File: config.mk
export PLATFORM = sky130hd
export DESIGN_NAME = mem_arbiter
export DESIGN_NICKNAME = d
export VERILOG_FILES = /design/src/rtl/mem_arbiter.sv
export SDC_FILE = /design/constraint.sdc
export NUM_CORES = 1
export LEC_CHECK = 0
export CAP_MARGIN = 20
export CORE_UTILIZATION = 49
export CTS_CLUSTER_SIZE = 8
export DETAILED_ROUTE_END_ITERATION = 10
export PLACE_DENSITY_LB_ADDON = 0.25
export SLEW_MARGIN = 20
export SYNTH_ARGS = -nofsm -noshare
export SYNTH_HDL_FRONTEND = slang
export SYNTH_SLANG_ARGS = --single-unit
File: constraint.sdc
create_clock -name clk -period 3.65 [get_ports clk]
set_input_delay 0.365 -clock clk [delete_from_list [all_inputs] [get_ports clk]]
set_output_delay 0.365 -clock clk [all_outputs]
set_load 0.02 [all_outputs]
File: src/rtl/mem_arbiter.sv
// mem_arbiter: shares a byte-wide RAM between fetch and load/store, sequencing little-endian multi-byte transfers
module mem_arbiter #(
  parameter int ADDR_W = 32
) (
  input  logic              clk,
  input  logic              rst,
  input  logic              if_req,
  input  logic [ADDR_W-1:0] if_addr,
  input  logic              if_cancel,
  output logic              if_done,
  output logic [31:0]       if_inst,
  input  logic              mem_req,
  input  logic              mem_we,
  input  logic [1:0]        mem_len,
  input  logic [ADDR_W-1:0] mem_addr,
  input  logic [31:0]       mem_wdata,
  output logic              mem_done,
  output logic [31:0]       mem_rdata,
  output logic [ADDR_W-1:0] ram_addr,
  output logic              ram_we,
  output logic [7:0]        ram_dout,
  input  logic [7:0]        ram_din
);
  typedef enum logic [1:0] {IDLE, RD_IF, RD_MEM, WR_MEM} state_t;
  state_t state_q, state_d;
  logic [2:0] cnt_q, n_q;
  logic [31:0] wdata_q, buf_q, buf_n;
  logic if_go, mem_go, last_rd, last_wr, done_if, done_rd, done_wr, step;
  always_comb begin
    if_go = if_req && !if_done;
    mem_go = mem_req && !mem_done;
    last_rd = cnt_q == n_q;
    last_wr = cnt_q + 3'd1 == n_q;
    done_if = state_q == RD_IF && last_rd && !if_cancel;
    done_rd = state_q == RD_MEM && last_rd;
    done_wr = state_q == WR_MEM && last_wr;
    step = cnt_q + 3'd1 < n_q && !(state_q == RD_IF && if_cancel);
    buf_n = buf_q;
    buf_n[{cnt_q[1:0] - 2'd1, 3'b000} +: 8] = ram_din;
    state_d = state_q;
    case (state_q)
      IDLE:    state_d = mem_go ? (mem_we ? WR_MEM : RD_MEM) : (if_go ? RD_IF : IDLE);
      RD_IF:   state_d = (if_cancel || last_rd) ? IDLE : RD_IF;
      RD_MEM:  state_d = last_rd ? IDLE : RD_MEM;
      default: state_d = last_wr ? IDLE : WR_MEM;
    endcase
  end
  always_ff @(posedge clk) begin
    if (rst) begin
      state_q <= IDLE;
      cnt_q <= '0;
      n_q <= '0;
      wdata_q <= '0;
      buf_q <= '0;
      if_done <= 1'b0;
      if_inst <= '0;
      mem_done <= 1'b0;
      mem_rdata <= '0;
      ram_addr <= '0;
      ram_we <= 1'b0;
      ram_dout <= '0;
    end else begin
      state_q <= state_d;
      if_done <= done_if;
      mem_done <= done_rd || done_wr;
      if (done_if) if_inst <= buf_n;
      if (done_rd) mem_rdata <= buf_n;
      if (state_q == IDLE) begin
        cnt_q <= '0;
        buf_q <= '0;
        ram_we <= mem_go && mem_we;
        if (mem_go) begin
          ram_addr <= mem_addr;
          n_q <= mem_len == 2'd0 ? 3'd1 : (mem_len == 2'd1 ? 3'd2 : 3'd4);
          wdata_q <= mem_wdata;
          ram_dout <= mem_wdata[7:0];
        end else if (if_go) begin
          ram_addr <= if_addr;
          n_q <= 3'd4;
        end
      end else begin
        cnt_q <= cnt_q + 3'd1;
        if (cnt_q != 3'd0) buf_q <= buf_n;
        ram_we <= state_q == WR_MEM && !last_wr;
        if (step) begin
          ram_addr <= ram_addr + ADDR_W'(1);
          ram_dout <= wdata_q[{cnt_q[1:0] + 2'd1, 3'b000} +: 8];
        end
      end
    end
  end
endmodule

* Yosys cells after proc, flatten, opt, wreduce, memory -nomap -nowiden *
Cells that the tools add are included.

storage, ports and cells
  flip-flop bits (word level) = 179
  input port bits = 112
  output and inout port bits = 107
  logic and storage cells = 76

operators by class
  add/sub/neg operators = 5
  order comparisons = 1
  equal/unequal tests = 8
  shifts and indexed selects = 3
  mux-type cells = 20
  reductions and logical operators = 27

operators with widths
  kind                                                                     count
  32-bit two-way mux                                                       4
  32-bit by 1-bit adder with 32-bit output (second input constant)         1
  32-bit bitwise mux                                                       1
  8-bit by 7-bit variable shift with 32-bit output (first input constant)  1
  32-bit by 6-bit indexed part select with 8-bit output                    1
  8-bit by 7-bit indexed part select with 32-bit output                    1
  8-bit two-way mux                                                        3
  3-bit two-way mux                                                        4
  1-bit logical AND                                                        10
  2-bit AND reduction                                                      4
  5-bit negation with 7-bit output                                         1
  3-bit == test                                                            2
  2-bit two-way mux                                                        3
  2-bit case mux with 3 select lines                                       1
  1-bit zero test                                                          5
  2-bit by 1-bit == test with 1-bit output (second input constant)         2
  2-bit == test (second input constant)                                    2
  2-bit zero test                                                          2
  1-bit two-way mux                                                        4
  2-bit nonzero test                                                       2
  3-bit by 1-bit adder with 3-bit output (second input constant)           1
  3-bit less-than comparator                                               1
  3-bit inequality test (second input constant)                            1
  3-bit nonzero test                                                       1
  5 further kinds                                                          6

* Depth between registers and ports, before layout *
Gate-level depths: netlist (run 1).

  depth after elaboration = 6
  mapped depth = 10
  depth with buffers taken out = 8

* Least setup slack after synthesis (run 1) *
Ideal clock, no wire load.

  kind = reg2reg
  from = register cnt_q[0]
  to = register ram_addr[25]
  library setup time = 76 ps
  arrival time = 2560 ps
  path slack = 1014 ps
  cell stages (with the launch flop) = 10
  buffers on the path = 1
  clock period less this slack = 2636 ps
  cells stage by stage = dfxtp_1 > buf_2 > inv_1 > ha_1 > ha_1 > nand3b_1 > nand4_2 > and2_1 > or4_1 > a31oi_1

between the ends
  word-level cells in the longest chain between the ends = 5

RTL lines
  what                                    RTL line  RTL
  start: declaration                      26        logic [2:0] cnt_q, n_q;
  start signal: assignment                82        cnt_q <= cnt_q + 3'd1;
  3-bit by 1-bit adder with 3-bit output  37        step = cnt_q + 3'd1 < n_q && !(state_q == RD_IF && if_cancel);
  3-bit less-than comparator              37
  1-bit logical AND                       37
  2-bit nonzero test (no source line)     --
  2-bit AND reduction (no source line)    --
  end signal: assignment                  73        ram_addr <= mem_addr;
  end signal: assignment                  78        ram_addr <= if_addr;
  end signal: assignment                  86        ram_addr <= ram_addr + ADDR_W'(1);
  end: declaration                        19        output logic [ADDR_W-1:0] ram_addr,

Every way passes these cells.
A chain may end at the register's enable or synchronous reset.

* Worst setup path in the final report (run 1) *
  from = register cnt_q[1]
  to = register ram_addr[25]

Same word-level chain as after synthesis.

==> results.tsv, run 1 <==
stage	metric	value	unit
placed_design	Post-DP Area	10600	um2
detailed_routing	final wirelength	23.2	mm
synthesis	post-synthesis mux area share	0.0310	
sta	TNS Setup	0	ns
synthesis	YS warnings	0	
sta	Final setup viols	0	
detailed_routing	routed wire length per instance	16.2	um
synthesis	synthesized area	8430	um2
detailed_routing	drt via density	5.67	
synthesis	Synth async-reset ratio	0	
worst_setup_path	r2r worst-path depth	10	
floorplanning	Chip Width	133	um
worst_setup_path	CP arrival	3.16	ns
finish	Layout Utilization	0.671	
clock_tree	clk sinks	179	
outcome	status	completed	
sta	Final Max Tran Viols	0	
detailed_routing	Final ANT Viol Nets	0	
worst_setup_path	max incr delay on CP	0.49	ns
sta	max-slew headroom at the worst pin	0.259	
power	Max VDD drop	0.384	mV
sta	Final Skew	0.0101	ns
worst_setup_path	CP Class	register to register	
detailed_routing	TritonRoute pass-1 iters	5	
detailed_routing	DRC marker count from the first detailed-route iteration	655	
grt	largest net degree at the start of global routing	107	
synthesis	Yosys cell types	65	
floorplanning	Cell Rows	47	
placed_design	dpl cells	1401	
placed_design	Place WS	0.866	ns
grt	initial antenna violation count	0	
clock_tree	hold-fix buffers at CTS	0	
finish	final net count	1322	
hold_path	HP Class	register to register	
synthesis	Syn Inst Count	1025	
synthesis	flops & latches, synth	179	
clock_tree	Setup Buffers After CTS	0	
worst_setup_path	Top Family by Delay on Critical Path	simple AND/OR/NAND/NOR gates	
clock_tree	Num CTS Buffers	17	
synthesis	main combinational cell family by area after synthesis	simple AND/OR/NAND/NOR gates	
synthesis	xor and xnor area share after synthesis	0.00312	
floorplanning	DIE HEIGHT	133	um
worst_setup_path	WP buf/inv	2	
worst_setup_path	critical-path maximum fanout	22	
floorplanning	I/O Pins	219	
floorplanning	die area	17700	um2
clock_tree	CTS tree	yes	
worst_setup_path	Worst Setup End Kind	register	
sta	period utilization	0.772	
worst_setup_path	Worst EP required	4.00	ns
worst_setup_path	critical-path cell list	ha_1 -> xor2_1 -> ha_1 -> a21oi_1 -> nand4_2 -> buf_4 -> and2_1 -> buf_4 -> or4_1 -> a31oi_1	
clock_tree	clk_lat worst skew	0.43	ns
sta	Min Hold Slack	0.451	ns
synthesis	Post-Synth Adder-Cell Area	0.0148	
grt	first-pass GRT wire length	38.1	mm
finish	Finished Layout Cells	1433	
synthesis	simple-gate portion of the synthesized area	0.251	
placed_design	DP HPWL	15.9	mm
clock_tree	CTS root buffer	clkbuf_16	
synthesis	Mapped Nets	1147	
detailed_routing	Remaining DRCs	0	
floorplanning	core area	16700	um2
clock_tree	H-tree Lvls	4	
clock_tree	post_cts resized	0	
finish	Design Area, Final	11200	um2
synthesis	syn_area_per_cell	8.22	um2
synthesis	number of synthesized flops with an enable pin	0	
worst_setup_path	Reg-to-Reg Start	cnt_q[1]$_SDFF_PP0_	
synthesis	post-synthesis sequential area ratio	0.425	
floorplanning	initial core utilization	0.505	
sta	RSZ-0062 raised after global routing	no	
detailed_routing	DR vias	8123	
sta	worst-margin pin slew	1.11	ns
worst_setup_path	reg2reg setup slack	0.83	ns
synthesis	complex-gate fraction of the synthesized area	0.225	
worst_setup_path	reg2reg end	ram_addr[25]$_SDFFE_PP0P_	
finish	Antenna diodes	0	
power	Final Total Pwr	5.87	mW
sta	Fmax achieved	355	MHz
sta	fin worst setup slack	0.832	ns
sta	Final min period	2.82	ns
finish	layout cells sized above 1	0.0800	
power	Static Leak	3.86	nW
grt	GRT Total Usage	0.268	
worst_setup_path	startpoint types	register	
clock_tree	worst-case clock buffer depth	2	
flow_run	max-cap violation count	0	
worst_setup_path	critical path's slowest cell	or4_1	
grt	number of global-route vias before repair	7556	
hold_path	min-delay src	ram_dout[2]$_SDFFE_PP0P_	
placed_design	GP Congestion	0.879	
synthesis	Main synth FF type	dfxtp_1	
clock_tree	Clock transition at path regs	0.07	ns
sta	Hold Violations, Final	0	
hold_path	WHS Endpoint	ram_dout[2]$_SDFFE_PP0P_	
placed_design	port buffer count	218	
finish	area grow syn2layout	33.0	%
power	PD cells	524	nW/um2
grt	grt total ovfl	0	
hold_path	WHS Path Cells	2	
[worst register-to-register path, stage by stage (launching register included)]
cell and delay (ns):
dfxtp_1 0.44, ha_1 0.20, xor2_1 0.16, ha_1 0.28, a21oi_1 0.18, nand4_2 0.11, buf_4 0.20, and2_1 0.25
buf_4 0.26, or4_1 0.49, a31oi_1 0.16
[flip-flops by register name, indices dropped and copies added (netlist names)]
name       flops
buf_q         32
if_inst       32
mem_rdata     32
ram_addr      32
wdata_q       32
ram_dout       8
cnt_q          3
n_q            3
state_q        2
if_done        1
mem_done       1
ram_we         1
[cell families after synthesis]
family,Yosys count
simple gates,439
compound gates,289
flops,179
buf+inv,89
mux,16
fa+ha+maj,10
xor+xnor,3
[cell usage after synthesis (3+ instances only)]
cell type    n  area [um2]
dfxtp_1    179        3580
nand2_1    149         559
nor2_1     128         480
a21oi_1    124         621
a211oi_1    80         601
clkbuf_1    43         161
nor2b_1     39         244
o21ai_0     27         135
nand3_1     26         130
nor3_1      25         125
buf_2       18        90.1
a211oi_2    17         213
nand4_1     14        87.6
nor4_1      11        68.8
buf_4       10        75.1
ha_1        10         125
a31oi_1      9        56.3
inv_1        9        33.8
mux4_2       8         180
mux2i_1      7        70.1
buf_1        6        22.5
a311oi_1     5        43.8
and3_1       5        31.3
nand2b_1     5        31.3
a41oi_1      4        35.0
and2_1       4        25.0
nor4b_1      4        35.0
o2bb2ai_1    4        35.0
or4_1        4        30.0
a31o_2       3        26.3
buf_6        3        33.8
nand3b_1     3        22.5
nor3b_1      3        22.5
xor2_1       3        26.3
[layout by cell type, fill, tap and decap left out, types with 25 or more instances in the layout]
cell type        synthesis  final
clkdlybuf4s50_1          0    217
dfxtp_1                179    179
nand2_1                149    149
nor2_1                 128    128
a21oi_1                124    124
a211oi_1                80     80
nor2b_1                 39     38
o21ai_0                 27     27
nand3_1                 26     26
nor3_1                  25     25
[worst max path at each step]
stage	cells past startpoint	endpoint	from	slack (ns)
6_report	10	ram_addr[25]$_SDFFE_PP0P_	cnt_q[1]$_SDFF_PP0_	0.83
5_1_grt	10	ram_addr[25]$_SDFFE_PP0P_	cnt_q[1]$_SDFF_PP0_	0.68
4_1_cts	10	ram_addr[25]$_SDFFE_PP0P_	cnt_q[1]$_SDFF_PP0_	0.84
3_5_place_dp	10	ram_addr[25]$_SDFFE_PP0P_	cnt_q[1]$_SDFF_PP0_	0.87
3_3_place_gp	7	ram_addr[25]$_SDFFE_PP0P_	state_q[0]$_SDFF_PP0_	0.97
2_1_floorplan	9	ram_addr[25]$_SDFFE_PP0P_	cnt_q[0]$_SDFF_PP0_	1.01
[where the power goes]
part           switching [mW]  total (mW)  internal [mW]
registers               0.207        2.39           2.18
logic                    1.01        1.76          0.752
clock network           0.801        1.72          0.921
[routing by layer]
metal | global-route usage | up-vias | wire (um)
li1 | - | 4019 | -
met1 | 0.353 | 3786 | 10300
met4 | 0.0991 | 0 | 495
met5 | 0 | - | 0
met2 | 0.431 | 285 | 10900
met3 | 0.0586 | 33 | 1470
[layout make-up]
class / count / area (um2)
well taps: 220 / 275
inverters: 9 / 33.8
clock inverters: 12 / 97.6
flip-flops and latches: 179 / 3580
clock buffers: 20 / 457
multi-input cells: 757 / 4440
fillers: 1448 / 5500
repair buffers: 236 / 2310
(Power assumes the default switching activity.)
==> run 2, diff against run 1 <==
==> constraint.sdc (replaced) <==
create_clock -name clk -period 2.9 [get_ports clk]
set_input_delay 0.29 -clock clk [delete_from_list [all_inputs] [get_ports clk]]
set_output_delay 0.29 -clock clk [all_outputs]
set_load 0.02 [all_outputs]
==> run 2 against run 1 <==
Against the previous run:
- final cell count is 0.56% higher
- worst setup slack worse by 0.38 ns
- wire length is 1.2% higher
- critical path depth is 4 lower
- design area is 0.92% higher
- flip-flop and latch count stayed put
- highest routed layer unchanged
- first-iteration DRC count is 4.7% lower
- utilization is 0.61 points higher
- fmax is 15% higher
==> results.tsv, run 2 (synthesis results as in run 1) <==
stage	metric	value	unit
outcome	status	completed	
grt	grt total ovfl	0	
clock_tree	CTS root buffer	clkbuf_16	
clock_tree	clk sinks	179	
detailed_routing	metal2 WL	11.0	mm
finish	final net count	1331	
detailed_routing	Top Metal Used	met4	
sta	period utilization	0.845	
floorplanning	initial core utilization	0.505	
worst_setup_path	CP Class	register to register	
detailed_routing	routed wire length per instance	16.3	um
clock_tree	post_cts resized	0	
clock_tree	Clock transition at path regs	0.07	ns
sta	TNS Setup	0	ns
sta	worst-margin pin slew	0.835	ns
floorplanning	die area	17700	um2
placed_design	dpl cells	1410	
grt	initial antenna violation count	0	
finish	most frequent cells in the layout	clkdlybuf4s50_1, dfxtp_1, nand2_1, nor2_1, a21oi_1	
finish	# fillers	1429	
floorplanning	DIE HEIGHT	133	um
detailed_routing	DRC marker count from the first detailed-route iteration	624	
grt	largest net degree at the start of global routing	75	
finish	Antenna diodes	0	
power	switching portion of total power	0.341	
sta	RSZ-0062 raised after global routing	no	
detailed_routing	drt via density	5.69	
sta	Final Max Tran Viols	0	
detailed_routing	Final ANT Viol Nets	0	
clock_tree	Num CTS Buffers	17	
hold_path	WHS Path Cells	3	
finish	Finished Layout Cells	1441	
sta	Fmax achieved	408	MHz
flow_run	max-cap violation count	0	
power	switching power	2.56	mW
grt	GRT Total Usage	0.267	
power	Max VDD drop	0.539	mV
detailed_routing	TritonRoute pass-1 iters	5	
grt	first-pass GRT wire length	38.1	mm
worst_setup_path	startpoint types	register	
floorplanning	I/O Pins	219	
finish	commonest non-fill, non-tap cell in the layout	clkdlybuf4s50_1	
worst_setup_path	critical-path maximum fanout	13	
detailed_routing	Remaining DRCs	0	
floorplanning	Chip Width	133	um
finish	area grow syn2layout	34.2	%
floorplanning	Cell Rows	47	
worst_setup_path	CP arrival	2.78	ns
sta	Hold Violations, Final	0	
floorplanning	core area	16700	um2
detailed_routing	WL met1	10.4	mm
worst_setup_path	Worst Setup End Kind	register	
detailed_routing	DR vias	8204	
worst_setup_path	r2r worst-path depth	6	
clock_tree	worst-case clock buffer depth	2	
power	Static Leak	3.92	nW
power	Gate power share	0.300	
sta	Final min period	2.45	ns
hold_path	HP Class	input pin to register	
clock_tree	hold-fix buffers at CTS	0	
power	Clk network pwr share	0.298	
power	Pint	4.93	mW
detailed_routing	final wirelength	23.5	mm
clock_tree	CTS tree	yes	
power	PD cells	662	nW/um2
detailed_routing	met3 routed WL	1.67	mm
finish	layout cells sized above 1	0.0868	
placed_design	port buffer count	218	
grt	number of global-route vias before repair	7581	
clock_tree	H-tree Lvls	4	
power	sequential share of power	0.401	
sta	Final setup viols	0	
clock_tree	Setup Buffers After CTS	0	
worst_setup_path	Worst EP required	3.23	ns
sta	max-slew headroom at the worst pin	0.444	
sta	Final Skew	0.00628	ns
placed_design	GP Congestion	0.909	
placed_design	DP HPWL	16.1	mm
clock_tree	clk_lat worst skew	0.43	ns
-- run 2: routing by layer --
layer | up-vias | global-route usage
li1 | 4044 | -
met1 | 3805 | 0.353
met2 | 319 | 0.430
met3 | 36 | 0.0578
met4 | 0 | 0.0922
met5 | - | 0
-- run 2: worst paths after layout --
kind | startpoint | slack [ns] | to
min | mem_wdata[21] | 0.40 | wdata_q[21]$_SDFFE_PP0P_
min reg2reg | wdata_q[22]$_SDFFE_PP0P_ | 0.46 | wdata_q[22]$_SDFFE_PP0P_
max | cnt_q[1]$_SDFF_PP0_ | 0.45 | buf_q[24]$_SDFFE_PP0P_
max reg2reg | cnt_q[1]$_SDFF_PP0_ | 0.45 | buf_q[24]$_SDFFE_PP0P_
-- run 2: area by class of cell --
cell class                 instances  area (um2)  area share
multi-input combinational        757        4440       0.392
inverter                           9        33.8     0.00299
clock inverter                    13         130      0.0115
clock buffer                      18         439      0.0388
timing repair buffer             245        2410       0.213
sequential                       179        3580       0.317
tap                              220         275      0.0243
-- run 2: metrics by stage --
stage                     worst slack (ns)  hold slack [ns]   util  power (mW)  cell area, um2
after CTS                            0.452            0.385  0.677        7.52           11300
after global placement               0.582            0.440  0.643        5.25           10700
final                                0.450            0.401  0.677        7.49           11300
after floorplan                      0.264            0.426      -        4.39            8430
after detailed placement             0.516            0.449  0.643        5.29           10700
after global routing                 0.300            0.401  0.677        7.85           11300
-- run 2: critical path, stage by stage (launching register included) --
cell	delay [ns]
dfxtp_1	0.42
inv_1	0.11
ha_1	0.30
buf_4	0.22
nor4b_2	0.72
a21oi_1	0.25
a211oi_1	0.33
-- run 2: power by group through the flow --
stage               clock (mW)  sequential [mW]  combinational [mW]
CTS                       2.26             3.00                2.26
finish                    2.23             3.01                2.25
detailed placement           0             3.05                2.24
floorplan                    0             3.23                1.16
global placement             0             3.05                2.20
global route              2.36             3.04                2.44
